--- src/rtl/wb_pkg.sv ---
// Shared types and constants for the writeback port arbiter.
//   XLEN       : default datapath width
//   REG_AW     : register-file address width
//   wb_sel_t   : writeback source encoding (WB_LOAD is never legal on the core path)
//   ld_entry_t : one buffered load return {rd, data}
package wb_pkg;

  localparam int unsigned XLEN   = 32;
  localparam int unsigned REG_AW = 5;

  typedef enum logic [2:0] {
    WB_ALU   = 3'b000,
    WB_LOAD  = 3'b001,
    WB_PC4   = 3'b010,
    WB_PCIMM = 3'b011,
    WB_IMM   = 3'b100
  } wb_sel_t;

  typedef struct packed {
    logic [REG_AW-1:0] rd;
    logic [XLEN-1:0]   data;
  } ld_entry_t;

  // Sources the core writeback path may select. Loads arrive on their own port.
  function automatic logic core_sel_legal(input logic [2:0] sel);
    logic legal;
    case (sel)
      WB_ALU, WB_PC4, WB_PCIMM, WB_IMM: legal = 1'b1;
      default:                          legal = 1'b0;
    endcase
    return legal;
  endfunction

endpackage

--- src/rtl/wb_port_arbiter_if.sv ---
// Bus bundle between the execute/memory stages and the writeback port arbiter.
//   core_* : core writeback request (valid/ready handshake, select, rd, candidate values)
//   ld_*   : load-return request (valid/ready handshake, rd, data)
//   rf_*   : registered register-file write port
//   err_sel: sticky illegal-select flag
// Modports: master = requester/observer side, slave = the arbiter.
interface wb_port_arbiter_if #(
  parameter int unsigned XLEN = wb_pkg::XLEN
);

  logic            core_valid;
  logic            core_ready;
  logic [2:0]      core_sel;
  logic [4:0]      core_rd;
  logic [XLEN-1:0] core_alu;
  logic [XLEN-1:0] core_pc4;
  logic [XLEN-1:0] core_pcimm;
  logic [XLEN-1:0] core_imm;

  logic            ld_valid;
  logic            ld_ready;
  logic [4:0]      ld_rd;
  logic [XLEN-1:0] ld_data;

  logic            rf_we;
  logic [4:0]      rf_waddr;
  logic [XLEN-1:0] rf_wdata;
  logic            err_sel;

  modport master (
    output core_valid, core_sel, core_rd, core_alu, core_pc4, core_pcimm, core_imm,
    output ld_valid, ld_rd, ld_data,
    input  core_ready, ld_ready, rf_we, rf_waddr, rf_wdata, err_sel
  );

  modport slave (
    input  core_valid, core_sel, core_rd, core_alu, core_pc4, core_pcimm, core_imm,
    input  ld_valid, ld_rd, ld_data,
    output core_ready, ld_ready, rf_we, rf_waddr, rf_wdata, err_sel
  );

endinterface

--- src/rtl/wb_ld_fifo.sv ---
// Synchronous FIFO holding load returns until they win the write port.
//   i_clk, i_rst_n : clock, synchronous active-low reset (empties the FIFO)
//   i_push, i_data : write one entry (ignored when full)
//   i_pop          : drop the head entry (ignored when empty)
//   o_data         : head entry, valid while !o_empty
//   o_full/o_empty : registered-state flags
// Depth must be a power of two so the pointers wrap naturally.
module wb_ld_fifo #(
  parameter int unsigned Width = 37,
  parameter int unsigned Depth = 2
) (
  input  logic             i_clk,
  input  logic             i_rst_n,
  input  logic             i_push,
  input  logic [Width-1:0] i_data,
  input  logic             i_pop,
  output logic [Width-1:0] o_data,
  output logic             o_full,
  output logic             o_empty
);

  localparam int unsigned PtrW   = (Depth > 1) ? $clog2(Depth) : 1;
  localparam int unsigned CountW = PtrW + 1;

  logic [Width-1:0]  r_mem [Depth];
  logic [PtrW-1:0]   r_wr_ptr;
  logic [PtrW-1:0]   r_rd_ptr;
  logic [CountW-1:0] r_count;

  logic w_push;
  logic w_pop;

  assign o_full  = (r_count == CountW'(Depth));
  assign o_empty = (r_count == '0);
  assign o_data  = r_mem[r_rd_ptr];

  assign w_push = i_push && !o_full;
  assign w_pop  = i_pop && !o_empty;

  // Storage carries no reset; only the pointers and count define validity.
  always_ff @(posedge i_clk) begin
    if (w_push) begin
      r_mem[r_wr_ptr] <= i_data;
    end
  end

  always_ff @(posedge i_clk) begin
    if (!i_rst_n) begin
      r_wr_ptr <= '0;
      r_rd_ptr <= '0;
      r_count  <= '0;
    end else begin
      if (w_push) begin
        r_wr_ptr <= r_wr_ptr + PtrW'(1);
      end
      if (w_pop) begin
        r_rd_ptr <= r_rd_ptr + PtrW'(1);
      end
      case ({w_push, w_pop})
        2'b10:   r_count <= r_count + CountW'(1);
        2'b01:   r_count <= r_count - CountW'(1);
        default: r_count <= r_count;
      endcase
    end
  end

endmodule

--- src/rtl/wb_port_arbiter.sv ---
// Shares the single register-file write port between the core writeback path and the
// variable-latency load-return path. Loads are buffered in wb_ld_fifo and win arbitration
// by default; a wait counter force-grants the core after MAX_WAIT consecutive denials.
// The selected write is registered onto rf_we/rf_waddr/rf_wdata.
//   clk, rst_n : clock, synchronous active-low reset
//   bus        : wb_port_arbiter_if.slave (core_*, ld_*, rf_*, err_sel)
// Optional feature: define WB_LD_BYPASS_EN to let a load arriving while the FIFO is empty
// skip the FIFO and be written one cycle after arrival.
// XLEN must match wb_pkg::XLEN since buffered entries use wb_pkg::ld_entry_t.
module wb_port_arbiter
  import wb_pkg::*;
#(
  parameter int unsigned XLEN     = wb_pkg::XLEN,
  parameter int unsigned LD_DEPTH = 2,
  parameter int unsigned MAX_WAIT = 3
) (
  input  logic              clk,
  input  logic              rst_n,
  wb_port_arbiter_if.slave  bus
);

  localparam int unsigned WaitW   = (MAX_WAIT > 0) ? $clog2(MAX_WAIT + 1) : 1;
  localparam int unsigned EntryW  = $bits(ld_entry_t);

  // Registered state
  logic              r_we;
  logic [4:0]        r_waddr;
  logic [XLEN-1:0]   r_wdata;
  logic              r_err_sel;
  logic [WaitW-1:0]  r_wait;

  // Combinational
  logic              w_fifo_full;
  logic              w_fifo_empty;
  logic              w_fifo_push;
  logic              w_fifo_pop;
  logic [EntryW-1:0] w_fifo_rdata;
  ld_entry_t         w_push_entry;
  ld_entry_t         w_pop_entry;
  ld_entry_t         w_ld_entry;
  logic              w_wait_max;
  logic              w_core_force;
  logic              w_bypass;
  logic              w_grant_ld;
  logic              w_grant_core;
  logic              w_sel_legal;
  logic [XLEN-1:0]   w_core_data;
  logic              w_we_d;
  logic [4:0]        w_waddr_d;
  logic [XLEN-1:0]   w_wdata_d;
  logic [WaitW-1:0]  w_wait_d;

  assign w_push_entry.rd   = bus.ld_rd;
  assign w_push_entry.data = bus.ld_data;
  assign w_pop_entry       = ld_entry_t'(w_fifo_rdata);

  // Core has waited its limit and is still asking: it takes this cycle.
  assign w_wait_max   = (r_wait == WaitW'(MAX_WAIT));
  assign w_core_force = bus.core_valid && w_wait_max;

`ifdef WB_LD_BYPASS_EN
  // Empty FIFO implies not full, so the load is also being accepted on ld_ready.
  assign w_bypass = w_fifo_empty && bus.ld_valid && !w_core_force;
`else
  assign w_bypass = 1'b0;
`endif

  assign w_fifo_pop   = !w_fifo_empty && !w_core_force;
  assign w_grant_ld   = w_fifo_pop || w_bypass;
  assign w_grant_core = bus.core_valid && !w_grant_ld;
  // ld_ready comes from the registered full flag only; a same-cycle pop frees nothing.
  assign w_fifo_push  = bus.ld_valid && !w_fifo_full && !w_bypass;
  assign w_ld_entry   = w_bypass ? w_push_entry : w_pop_entry;

  assign bus.ld_ready   = !w_fifo_full;
  assign bus.core_ready = w_grant_core;
  assign bus.rf_we      = r_we;
  assign bus.rf_waddr   = r_waddr;
  assign bus.rf_wdata   = r_wdata;
  assign bus.err_sel    = r_err_sel;

  wb_ld_fifo #(
    .Width (EntryW),
    .Depth (LD_DEPTH)
  ) u_ld_fifo (
    .i_clk   (clk),
    .i_rst_n (rst_n),
    .i_push  (w_fifo_push),
    .i_data  (w_push_entry),
    .i_pop   (w_fifo_pop),
    .o_data  (w_fifo_rdata),
    .o_full  (w_fifo_full),
    .o_empty (w_fifo_empty)
  );

  assign w_sel_legal = core_sel_legal(bus.core_sel);

  always_comb begin
    w_core_data = '0;
    case (bus.core_sel)
      WB_ALU:   w_core_data = bus.core_alu;
      WB_PC4:   w_core_data = bus.core_pc4;
      WB_PCIMM: w_core_data = bus.core_pcimm;
      WB_IMM:   w_core_data = bus.core_imm;
      default:  w_core_data = '0;
    endcase
  end

  // Write-port next state. rd==0 and illegal selects consume the grant without writing.
  always_comb begin
    w_we_d    = 1'b0;
    w_waddr_d = r_waddr;
    w_wdata_d = r_wdata;
    if (w_grant_ld) begin
      w_we_d    = (w_ld_entry.rd != '0);
      w_waddr_d = w_ld_entry.rd;
      w_wdata_d = w_ld_entry.data;
    end else if (w_grant_core) begin
      w_we_d    = w_sel_legal && (bus.core_rd != '0);
      w_waddr_d = bus.core_rd;
      w_wdata_d = w_core_data;
    end
  end

  always_comb begin
    w_wait_d = '0;
    if (bus.core_valid && !w_grant_core) begin
      w_wait_d = w_wait_max ? r_wait : r_wait + WaitW'(1);
    end
  end

  always_ff @(posedge clk) begin
    if (!rst_n) begin
      r_we      <= 1'b0;
      r_waddr   <= '0;
      r_wdata   <= '0;
      r_err_sel <= 1'b0;
      r_wait    <= '0;
    end else begin
      r_we    <= w_we_d;
      r_waddr <= w_waddr_d;
      r_wdata <= w_wdata_d;
      r_wait  <= w_wait_d;
      if (w_grant_core && !w_sel_legal) begin
        r_err_sel <= 1'b1;
      end
    end
  end

endmodule

--- src/flat_wrapper.sv ---
// flat-port wrapper written by rule: the top's interface ports become plain ports
module wb_port_arbiter_flat import wb_pkg::*;
#(
  parameter int unsigned XLEN     = wb_pkg::XLEN,
  parameter int unsigned LD_DEPTH = 2,
  parameter int unsigned MAX_WAIT = 3
)
  (clk, rst_n, bus_core_valid, bus_core_sel, bus_core_rd, bus_core_alu, bus_core_pc4, bus_core_pcimm, bus_core_imm, bus_ld_valid, bus_ld_rd, bus_ld_data, bus_core_ready, bus_ld_ready, bus_rf_we, bus_rf_waddr, bus_rf_wdata, bus_err_sel);
  wb_port_arbiter_if #(.XLEN(XLEN)) bus_i ();
  input  logic clk;
  input  logic rst_n;
  input wire logic [$bits(bus_i.core_valid)-1:0] bus_core_valid;
  input wire logic [$bits(bus_i.core_sel)-1:0] bus_core_sel;
  input wire logic [$bits(bus_i.core_rd)-1:0] bus_core_rd;
  input wire logic [$bits(bus_i.core_alu)-1:0] bus_core_alu;
  input wire logic [$bits(bus_i.core_pc4)-1:0] bus_core_pc4;
  input wire logic [$bits(bus_i.core_pcimm)-1:0] bus_core_pcimm;
  input wire logic [$bits(bus_i.core_imm)-1:0] bus_core_imm;
  input wire logic [$bits(bus_i.ld_valid)-1:0] bus_ld_valid;
  input wire logic [$bits(bus_i.ld_rd)-1:0] bus_ld_rd;
  input wire logic [$bits(bus_i.ld_data)-1:0] bus_ld_data;
  output wire logic [$bits(bus_i.core_ready)-1:0] bus_core_ready;
  output wire logic [$bits(bus_i.ld_ready)-1:0] bus_ld_ready;
  output wire logic [$bits(bus_i.rf_we)-1:0] bus_rf_we;
  output wire logic [$bits(bus_i.rf_waddr)-1:0] bus_rf_waddr;
  output wire logic [$bits(bus_i.rf_wdata)-1:0] bus_rf_wdata;
  output wire logic [$bits(bus_i.err_sel)-1:0] bus_err_sel;
  assign bus_i.core_valid = bus_core_valid;
  assign bus_i.core_sel = bus_core_sel;
  assign bus_i.core_rd = bus_core_rd;
  assign bus_i.core_alu = bus_core_alu;
  assign bus_i.core_pc4 = bus_core_pc4;
  assign bus_i.core_pcimm = bus_core_pcimm;
  assign bus_i.core_imm = bus_core_imm;
  assign bus_i.ld_valid = bus_ld_valid;
  assign bus_i.ld_rd = bus_ld_rd;
  assign bus_i.ld_data = bus_ld_data;
  assign bus_core_ready = bus_i.core_ready;
  assign bus_ld_ready = bus_i.ld_ready;
  assign bus_rf_we = bus_i.rf_we;
  assign bus_rf_waddr = bus_i.rf_waddr;
  assign bus_rf_wdata = bus_i.rf_wdata;
  assign bus_err_sel = bus_i.err_sel;
  wb_port_arbiter #(.XLEN(XLEN), .LD_DEPTH(LD_DEPTH), .MAX_WAIT(MAX_WAIT)) u_core (.clk(clk), .rst_n(rst_n), .bus(bus_i));
endmodule
--- config.mk ---
export PLATFORM = sky130hd
export DESIGN_NAME = wb_port_arbiter_flat
export DESIGN_NICKNAME = d
export VERILOG_FILES = /design/src/rtl/wb_pkg.sv /design/src/rtl/wb_port_arbiter_if.sv /design/src/rtl/wb_ld_fifo.sv /design/src/rtl/wb_port_arbiter.sv /design/src/flat_wrapper.sv
export SDC_FILE = /design/constraint.sdc
export NUM_CORES = 1
export LEC_CHECK = 0
export CAP_MARGIN = 20
export CORE_UTILIZATION = 30
export DETAILED_ROUTE_END_ITERATION = 6
export PLACE_DENSITY = 0.58
export SLEW_MARGIN = 40
export SYNTH_ARGS = -nofsm -noshare
export SYNTH_HDL_FRONTEND = slang
export SYNTH_SLANG_ARGS = --single-unit
--- constraint.sdc ---
create_clock -name clk -period 1.98 [get_ports clk]
set_input_delay 0.396 -clock clk [delete_from_list [all_inputs] [get_ports clk]]
set_output_delay 0.396 -clock clk [all_outputs]
set_load 0.1 [all_outputs]
==> summary.md, run 1 <==
| Metric | Value |
|---|---|
| CP arrival | 1.49 ns |
| Number of setup violations in the final report | 0 |
| Number of unique standard cell types used by synthesis | 41 |
| Post-synthesis sequential element count | 120 |
| Count of standard-cell rows | 50 |
| Run status | finished, final reports clean |
| Leakage power figure | 3.29 nW |
| TritonCTS sink count | 120 |
| Reg2reg start | u_core.u_ld_fifo.r_count[0] |
| Final setup TNS | 0 ns |
| Largest area contributor in the netlist | sky130_fd_sc_hd__edfxtp_1 |
| CTS clock-pin slew for the worst setup and hold paths | 0.05 ns |
| Setup crit start kind | flip-flop |
| Gr usage total | 0.181 |
| Fmax | 530 MHz |
| Post-route clock skew | 0.00440 ns |
| Cell family with the largest share of critical-path delay | flip-flops |
| Number of buffers on the longest clock path | 2 |
| Launching element of the worst setup path | u_core.r_wait[0] |
| Clock tree from TritonCTS | built |
| Crit path required time | 1.58 ns |
| Initial antenna violation count | 0 |
| Starting utilization of the core area | 0.309 |
| Highest routed metal layer | met4 |
| Total routed wirelength | 18.0 mm |
| Max-Cap Viols | 0 |
| Pin count of the biggest net entering global routing | 51 |
| Shortest period the worst path allows | 1.89 ns |
| Resized Gates After CTS | 0 |
| Hpwl dp | 12.6 mm |
| List of cells traversed by the critical path | ha_1, o21bai_4, and2_1, buf_12 |
| Cell depth of the worst setup path | 4 |
| Post-CTS Setup Repair Bufs | 0 |
| Post-placement cell count | 910 |
| Total length of routed met3 wires | 1.13 mm |
| Startpoint of the lowest-slack hold path | u_core.r_wait[0] |
| Antenna Violating Nets Remaining | 0 |
| Count of boundary I/O pins | 218 |
| Cell Count, Final, Fillers Out | 944 |
| Post-synthesis cell area | 0.00583 mm² |
| Number of CTS-inserted buffers | 17 |
| Final Max Slew Viols | 0 |
| CP Max Fanout | 5 |
| Synthesis-to-layout area growth | 53.5% |
| First-pass GRT wire length | 27.3 mm |
| Detailed-route wire length per cell | 19.1 µm |
| Total vias in the final route | 4817 |
| Routability congestion estimate | 0.764 |
| Count of mapped cells out of synthesis | 456 |
| # H-tree levels | 4 |
| Slowest Stage Delay on Critical Path | 0.31 ns |
| Diode insertion count for antenna repair | 0 |
| Horizontal die dimension | 141 µm |
| Post-Synthesis Net Count | 635 |
| Vertical extent of the die | 141 µm |
| Overflow after GRT | 0 |
| Final hold violations | 0 |
| Relative slew margins | 0.629 |
| Setup repair after global routing missed its margin | false |
| Number of cells traversed by the worst register-to-register path | 5 |
| DRC violation count after routing | 0 |
| Most frequent standard cell in the layout excluding fill and tap cells | sky130_fd_sc_hd__clkdlybuf4s50_1 |
| Peak supply drop | 577 µV |
| Root Driver | sky130_fd_sc_hd__clkbuf_16 |
| Average cell area after synthesis | 12.8 µm² |
| Number of hold-repair buffers added at the cts stage | 0 |
| Tightest Pin Transition | 0.555 ns |
| Total power density per cell area | 1260 mW/mm² |
| Clock latency at the later pin of the worst-skew pair | 0.41 ns |
| Path class of the lowest-slack min-delay path | reg2reg |
| Category of the worst setup path capture point | output port |
| Number of synthesis warnings | 0 |
| Top-area cell type share of the netlist area | 0.381 |
| Start-to-end type of the worst setup path | reg2out |
| Ratio of cells with drive above 1 in the final layout | 0.253 |
| WL met2 | 8.85 mm |
| Commonest cells after routing, fill and taps aside | sky130_fd_sc_hd__clkdlybuf4s50_1, sky130_fd_sc_hd__edfxtp_1, sky130_fd_sc_hd__mux2_2 |
| Fraction of the yosys area taken by sequential cells | 0.539 |
| Per-cell via count in the routed design | 5.10 |
| Portion of the clock cycle consumed by the worst path in the final layout | 0.953 |
| Via count of the first global-routing pass | 4955 |
| Detailed-route wire length on metal 1 | 7.75 mm |
| Number of DRC markers after the initial detailed-route iteration | 248 |
| Largest cells by area after synthesis | sky130_fd_sc_hd__edfxtp_1, sky130_fd_sc_hd__dfxtp_1, sky130_fd_sc_hd__mux2_2, sky130_fd_sc_hd__and4b_1, sky130_fd_sc_hd__nor4bb_1 |
| Placed Instance Area | 0.00834 mm² |
| Number of buffers inserted by port buffering | 217 |
| Die ar. | 0.0200 mm² |
| Final nets | 850 |
| Worst path bufs/invs | 1 |
| First-pass iteration count of the detailed router | 4 |
| Master of the slowest instance on the critical path | sky130_fd_sc_hd__dfxtp_1 |
| Final Cell Area | 0.00896 mm² |
| Std-Cell Core Area | 0.0189 mm² |
| Cells on Worst Hold Path | 1 |
-- state kept, by name, indices dropped and copies added (netlist names), named ones only --
register / cells
u_core.bus.rf_wdata: 32
u_core.bus.rf_we: 1
u_core.r_wait: 2
u_core.bus.rf_waddr: 5
u_core.u_ld_fifo.r_rd_ptr: 1
u_core.u_ld_fifo.r_mem: 74
u_core.u_ld_fifo.r_wr_ptr: 1
u_core.u_ld_fifo.r_count: 2
u_core.bus.err_sel: 1
-- cells by family (layout without fill, tap and decap cells) --
logic type	Yosys count	after routing	share of synthesized area
xor gates and xnor gates	3	3	0.00450
and+or+nand+nor	92	92	0.137
adders and majority gates	2	2	0.00429
AOI/OAI and AO/OA	115	115	0.140
muxes	70	70	0.136
DFF	120	120	0.539
buffers and inverters	54	282	0.0403
-- report_power, final --
group	total (W)	internal, W	switching (W)
logic	0.00480	0.00164	0.00316
clock network	0.00311	0.00206	0.00104
registers	0.00340	0.00316	0.000243
-- cells in the mapped netlist --
| master | n |
|---|---|
| sky130_fd_sc_hd__a211oi_1 | 32 |
| sky130_fd_sc_hd__a21bo_2 | 1 |
| sky130_fd_sc_hd__a21oi_1 | 7 |
| sky130_fd_sc_hd__a22oi_1 | 37 |
| sky130_fd_sc_hd__a31oi_1 | 1 |
| sky130_fd_sc_hd__and2_1 | 1 |
| sky130_fd_sc_hd__and3_1 | 1 |
| sky130_fd_sc_hd__and4b_1 | 32 |
| sky130_fd_sc_hd__buf_1 | 1 |
| sky130_fd_sc_hd__buf_2 | 2 |
| sky130_fd_sc_hd__buf_6 | 4 |
| sky130_fd_sc_hd__clkbuf_1 | 42 |
| sky130_fd_sc_hd__dfxtp_1 | 46 |
| sky130_fd_sc_hd__edfxtp_1 | 74 |
| sky130_fd_sc_hd__ha_1 | 2 |
| sky130_fd_sc_hd__inv_1 | 5 |
| sky130_fd_sc_hd__mux2_1 | 6 |
| sky130_fd_sc_hd__mux2_2 | 63 |
| sky130_fd_sc_hd__mux2_4 | 1 |
| sky130_fd_sc_hd__nand2_1 | 3 |
| sky130_fd_sc_hd__nand2b_1 | 1 |
| sky130_fd_sc_hd__nand3_1 | 5 |
| sky130_fd_sc_hd__nand3b_1 | 1 |
| sky130_fd_sc_hd__nor2_1 | 6 |
| sky130_fd_sc_hd__nor3_1 | 3 |
| sky130_fd_sc_hd__nor3_2 | 1 |
| sky130_fd_sc_hd__nor3b_1 | 1 |
| sky130_fd_sc_hd__nor4_1 | 1 |
| sky130_fd_sc_hd__nor4b_1 | 1 |
| sky130_fd_sc_hd__nor4bb_1 | 32 |
| sky130_fd_sc_hd__o21ai_0 | 1 |
| sky130_fd_sc_hd__o21ai_1 | 1 |
| sky130_fd_sc_hd__o21bai_4 | 1 |
| sky130_fd_sc_hd__o22a_1 | 1 |
| sky130_fd_sc_hd__o22ai_1 | 32 |
| sky130_fd_sc_hd__o32ai_1 | 1 |
| sky130_fd_sc_hd__or3_1 | 1 |
| sky130_fd_sc_hd__or4_1 | 1 |
| sky130_fd_sc_hd__or4b_1 | 1 |
| sky130_fd_sc_hd__xnor2_1 | 2 |
| sky130_fd_sc_hd__xor2_1 | 1 |
-- layout make-up --
class / count / area [µm²]
fillers: 1710 / 9940
flip-flops and latches: 120 / 3140
multi-input cells: 282 / 2480
repair buffers: 245 / 2390
clock buffers: 23 / 478
well taps: 260 / 325
clock inverters: 9 / 121
inverters: 5 / 22.5
-- path summary, 6_finish.rpt --
path	endpoint	slack [ns]
max	bus_core_ready	0.09
min	u_core.r_wait[0]	0.43
max reg2reg	u_core.u_ld_fifo.r_count[1]	0.24
min reg2reg	u_core.r_wait[0]	0.43
-- through the flow --
step	total power, W	util	hold slack, ns	setup WS, ns
2_1_floorplan	0.00671	-	0.406	0.0285
3_3_place_gp	0.00815	0.440	0.416	-0.0733
6_report	0.0113	0.474	0.427	0.0931
3_5_place_dp	0.00823	0.442	0.421	-0.0884
5_1_grt	0.0118	0.474	0.442	0.0354
4_1_cts	0.0114	0.473	0.428	0.0128
-- per-layer routing --
metal | vias up | track usage
met5 | - | 0
met4 | 0 | 0.0628
li1 | 2284 | -
met3 | 22 | 0.0506
met1 | 2340 | 0.222
met2 | 171 | 0.305
Note: power is estimated with default switching activity, not from simulation.
==> run 2: changes to the inputs <==
--- a/config.mk
+++ b/config.mk
@@ -9,6 +9,7 @@
 export CORE_UTILIZATION = 30
 export DETAILED_ROUTE_END_ITERATION = 6
 export PLACE_DENSITY = 0.58
+export SETUP_SLACK_MARGIN = 0.1
 export SLEW_MARGIN = 40
 export SYNTH_ARGS = -nofsm -noshare
 export SYNTH_HDL_FRONTEND = slang
==> run 2 against run 1 <==
Against the previous run:
- clock power increased by 7.1%
- maximum frequency increased by 3.2%
- count of clock-buffer cells in the layout increased by 1
- largest power group unchanged
==> summary.md, run 2 (synthesis results as in run 1) <==
| Metric | Value |
|---|---|
| Run status | finished, final reports clean (unchanged) |
| Die ar. | 0.0200 mm² (unchanged) |
| CP Max Fanout | 8 (was 5) |
| Start-to-end type of the worst setup path | in2out (was reg2out) |
| Number of DRC markers after the initial detailed-route iteration | 223 (was 248) |
| Setup repair after global routing missed its margin | false (unchanged) |
| Portion of the clock cycle consumed by the worst path in the final layout | 0.923 (was 0.953) |
| Initial antenna violation count | 0 (unchanged) |
| P_sw | 0.00447 W (was 0.00444 W) |
| Number of buffers inserted by port buffering | 217 (unchanged) |
| Synthesis-to-layout area growth | 55.1% (was 53.5%) |
| Number of buffers on the longest clock path | 2 (unchanged) |
| Peak supply drop | 619 µV (was 577 µV) |
| Clock network fraction of design power | 0.289 (was 0.275) |
| # H-tree levels | 4 (unchanged) |
| Final Total Pwr | 0.0115 W (was 0.0113 W) |
| Detailed-route wire length per cell | 18.7 µm (was 19.1 µm) |
| Clock latency at the later pin of the worst-skew pair | 0.41 ns (about the same) |
| Via count of the first global-routing pass | 4982 (was 4955) |
| First-pass GRT wire length | 26.4 mm (was 27.3 mm) |
| Total vias in the final route | 4792 (was 4817) |
| Setup crit start kind | input port (was flip-flop) |
| Leakage power figure | 3.33 nW (was 3.29 nW) |
| Hpwl dp | 12.6 mm (about the same) |
| Category of the worst setup path capture point | output port (unchanged) |
| Cell-internal power | 0.00707 W (was 0.00687 W) |
| Max reg flops | 74 (unchanged) |
| Number of setup violations in the final report | 0 (unchanged) |
| Root Driver | sky130_fd_sc_hd__clkbuf_16 (unchanged) |
| Total power density per cell area | 1280 mW/mm² (was 1260 mW/mm²) |
| Most frequent standard cell in the layout excluding fill and tap cells | sky130_fd_sc_hd__clkdlybuf4s50_1 (unchanged) |
| Std-Cell Core Area | 0.0189 mm² (unchanged) |
| Relative slew margins | 0.633 (was 0.629) |
| Clock tree from TritonCTS | built (unchanged) |
| Vertical extent of the die | 141 µm (unchanged) |
| Part of the total power dissipated in combinational logic | 0.416 (was 0.425) |
| Final hold violations | 0 (unchanged) |
| Proportion of total power due to net switching | 0.387 (was 0.393) |
| Crit path required time | 1.58 ns (about the same) |
| Gr usage total | 0.176 (was 0.181) |
| Pin count of the biggest net entering global routing | 70 (was 51) |
| Largest Register | u_core.u_ld_fifo.r_mem (unchanged) |
| Hold slack | 0.446 ns (was 0.427 ns) |
| Tightest Pin Transition | 0.550 ns (was 0.555 ns) |
| CP arrival | 1.43 ns (was 1.49 ns) |
| Final nets | 848 (was 850) |
| Shortest period the worst path allows | 1.83 ns (was 1.89 ns) |
| Commonest cells after routing, fill and taps aside | sky130_fd_sc_hd__clkdlybuf4s50_1, sky130_fd_sc_hd__edfxtp_1, sky130_fd_sc_hd__mux2_2 (unchanged) |
| Final Max Slew Viols | 0 (unchanged) |
| Ratio of cells with drive above 1 in the final layout | 0.262 (was 0.253) |
| Fmax | 547 MHz (was 530 MHz) |
| Overflow after GRT | 0 (unchanged) |
| DRC violation count after routing | 0 (unchanged) |
| TritonCTS sink count | 120 (unchanged) |
| Number of CTS-inserted buffers | 17 (unchanged) |
| Path class of the lowest-slack min-delay path | reg2reg (unchanged) |
| Sequential Power Share | 0.296 (was 0.301) |
| Total routed wirelength | 17.6 mm (was 18.0 mm) |
| Per-cell via count in the routed design | 5.09 (was 5.10) |
| Cell Count, Final, Fillers Out | 942 (was 944) |
| Post-route clock skew | 0.00875 ns (was 0.00440 ns) |
| # fillers | 1724 (was 1710) |
| CTS clock-pin slew for the worst setup and hold paths | 0.06 ns (was 0.05 ns) |
| Count of standard-cell rows | 50 (unchanged) |
| First-pass iteration count of the detailed router | 4 (unchanged) |
| Horizontal die dimension | 141 µm (unchanged) |
| Routability congestion estimate | 0.757 (was 0.764) |
| Post-placement cell count | 909 (was 910) |
| Max-Cap Viols | 0 (unchanged) |
| Diode insertion count for antenna repair | 0 (unchanged) |
| Antenna Violating Nets Remaining | 0 (unchanged) |
| Count of boundary I/O pins | 218 (unchanged) |
| Starting utilization of the core area | 0.309 (unchanged) |
run 2: cell count changes in the layout (fill, tap and decap cells not counted), moves of 2 or more:
cell	previous run	this run
sky130_fd_sc_hd__clkbuf_16	17	21
sky130_fd_sc_hd__buf_12	8	10
sky130_fd_sc_hd__clkbuf_1	3	0
sky130_fd_sc_hd__buf_4	61	56
run 2: worst paths after layout:
path / slack, ns / cells after the start / startpoint / end
worst max-delay path: 0.15 / 4 / bus_core_valid / bus_core_ready
worst max register to register: 0.20 / 6 / u_core.r_wait[0] / u_core.bus.rf_wdata[30]
worst min register to register: 0.45 / 1 / u_core.r_wait[0] / u_core.r_wait[0]
worst min-delay path: 0.45 / 1 / u_core.r_wait[0] / u_core.r_wait[0]
run 2: final cells by class:
class	count	area (µm²)	share of cell area
clock buffers	24	567	0.0627
multi-input cells	282	2490	0.275
repair buffers	243	2400	0.265
clock inverters	8	97.6	0.0108
well taps	260	325	0.0360
flip-flops and latches	120	3150	0.348
inverters	5	22.5	0.00249
run 2: power by group through the flow:
stage | logic (W) | clock network, W | registers [W]
floorplan | 0.00166 | 0 | 0.00507
global placement | 0.00475 | 0 | 0.00343
detailed placement | 0.00479 | 0 | 0.00346
CTS | 0.00483 | 0.00341 | 0.00341
global route | 0.00502 | 0.00352 | 0.00346
finish | 0.00480 | 0.00333 | 0.00341
run 2: critical path, cell delays in order:
cell and delay (ns):
sky130_fd_sc_hd__clkdlybuf4s50_1 0.57, sky130_fd_sc_hd__buf_6 0.16, sky130_fd_sc_hd__and2_4 0.15, sky130_fd_sc_hd__buf_12 0.16
run 2: through the flow:
stage	util	setup slack [ns]	setup TNS, ns	instance area, µm²
after global routing	0.479	0.113	0	9050
after CTS	0.478	0.115	0	9040
after floorplan	-	0.112	0	5860
after global placement	0.441	-0.0695	-0.0786	8330
after detailed placement	0.443	-0.0810	-1.39	8360
final	0.479	0.152	0	9050
run 2: per-layer routing:
metal	routed length [µm]	global-route usage	up-vias
li1	-	-	2291
met1	7430	0.208	2317
met2	8850	0.309	165
met3	1080	0.0449	19
met4	229	0.0583	0
met5	0	0	-
run 2: what timing repair did:
action / CTS / global route
endpoints found under the setup margin: 1 / 17
resized for setup: 1 / 3
hold buffers: 0 / 0
setup buffers: 1 / 0
pin swaps: 0 / 0
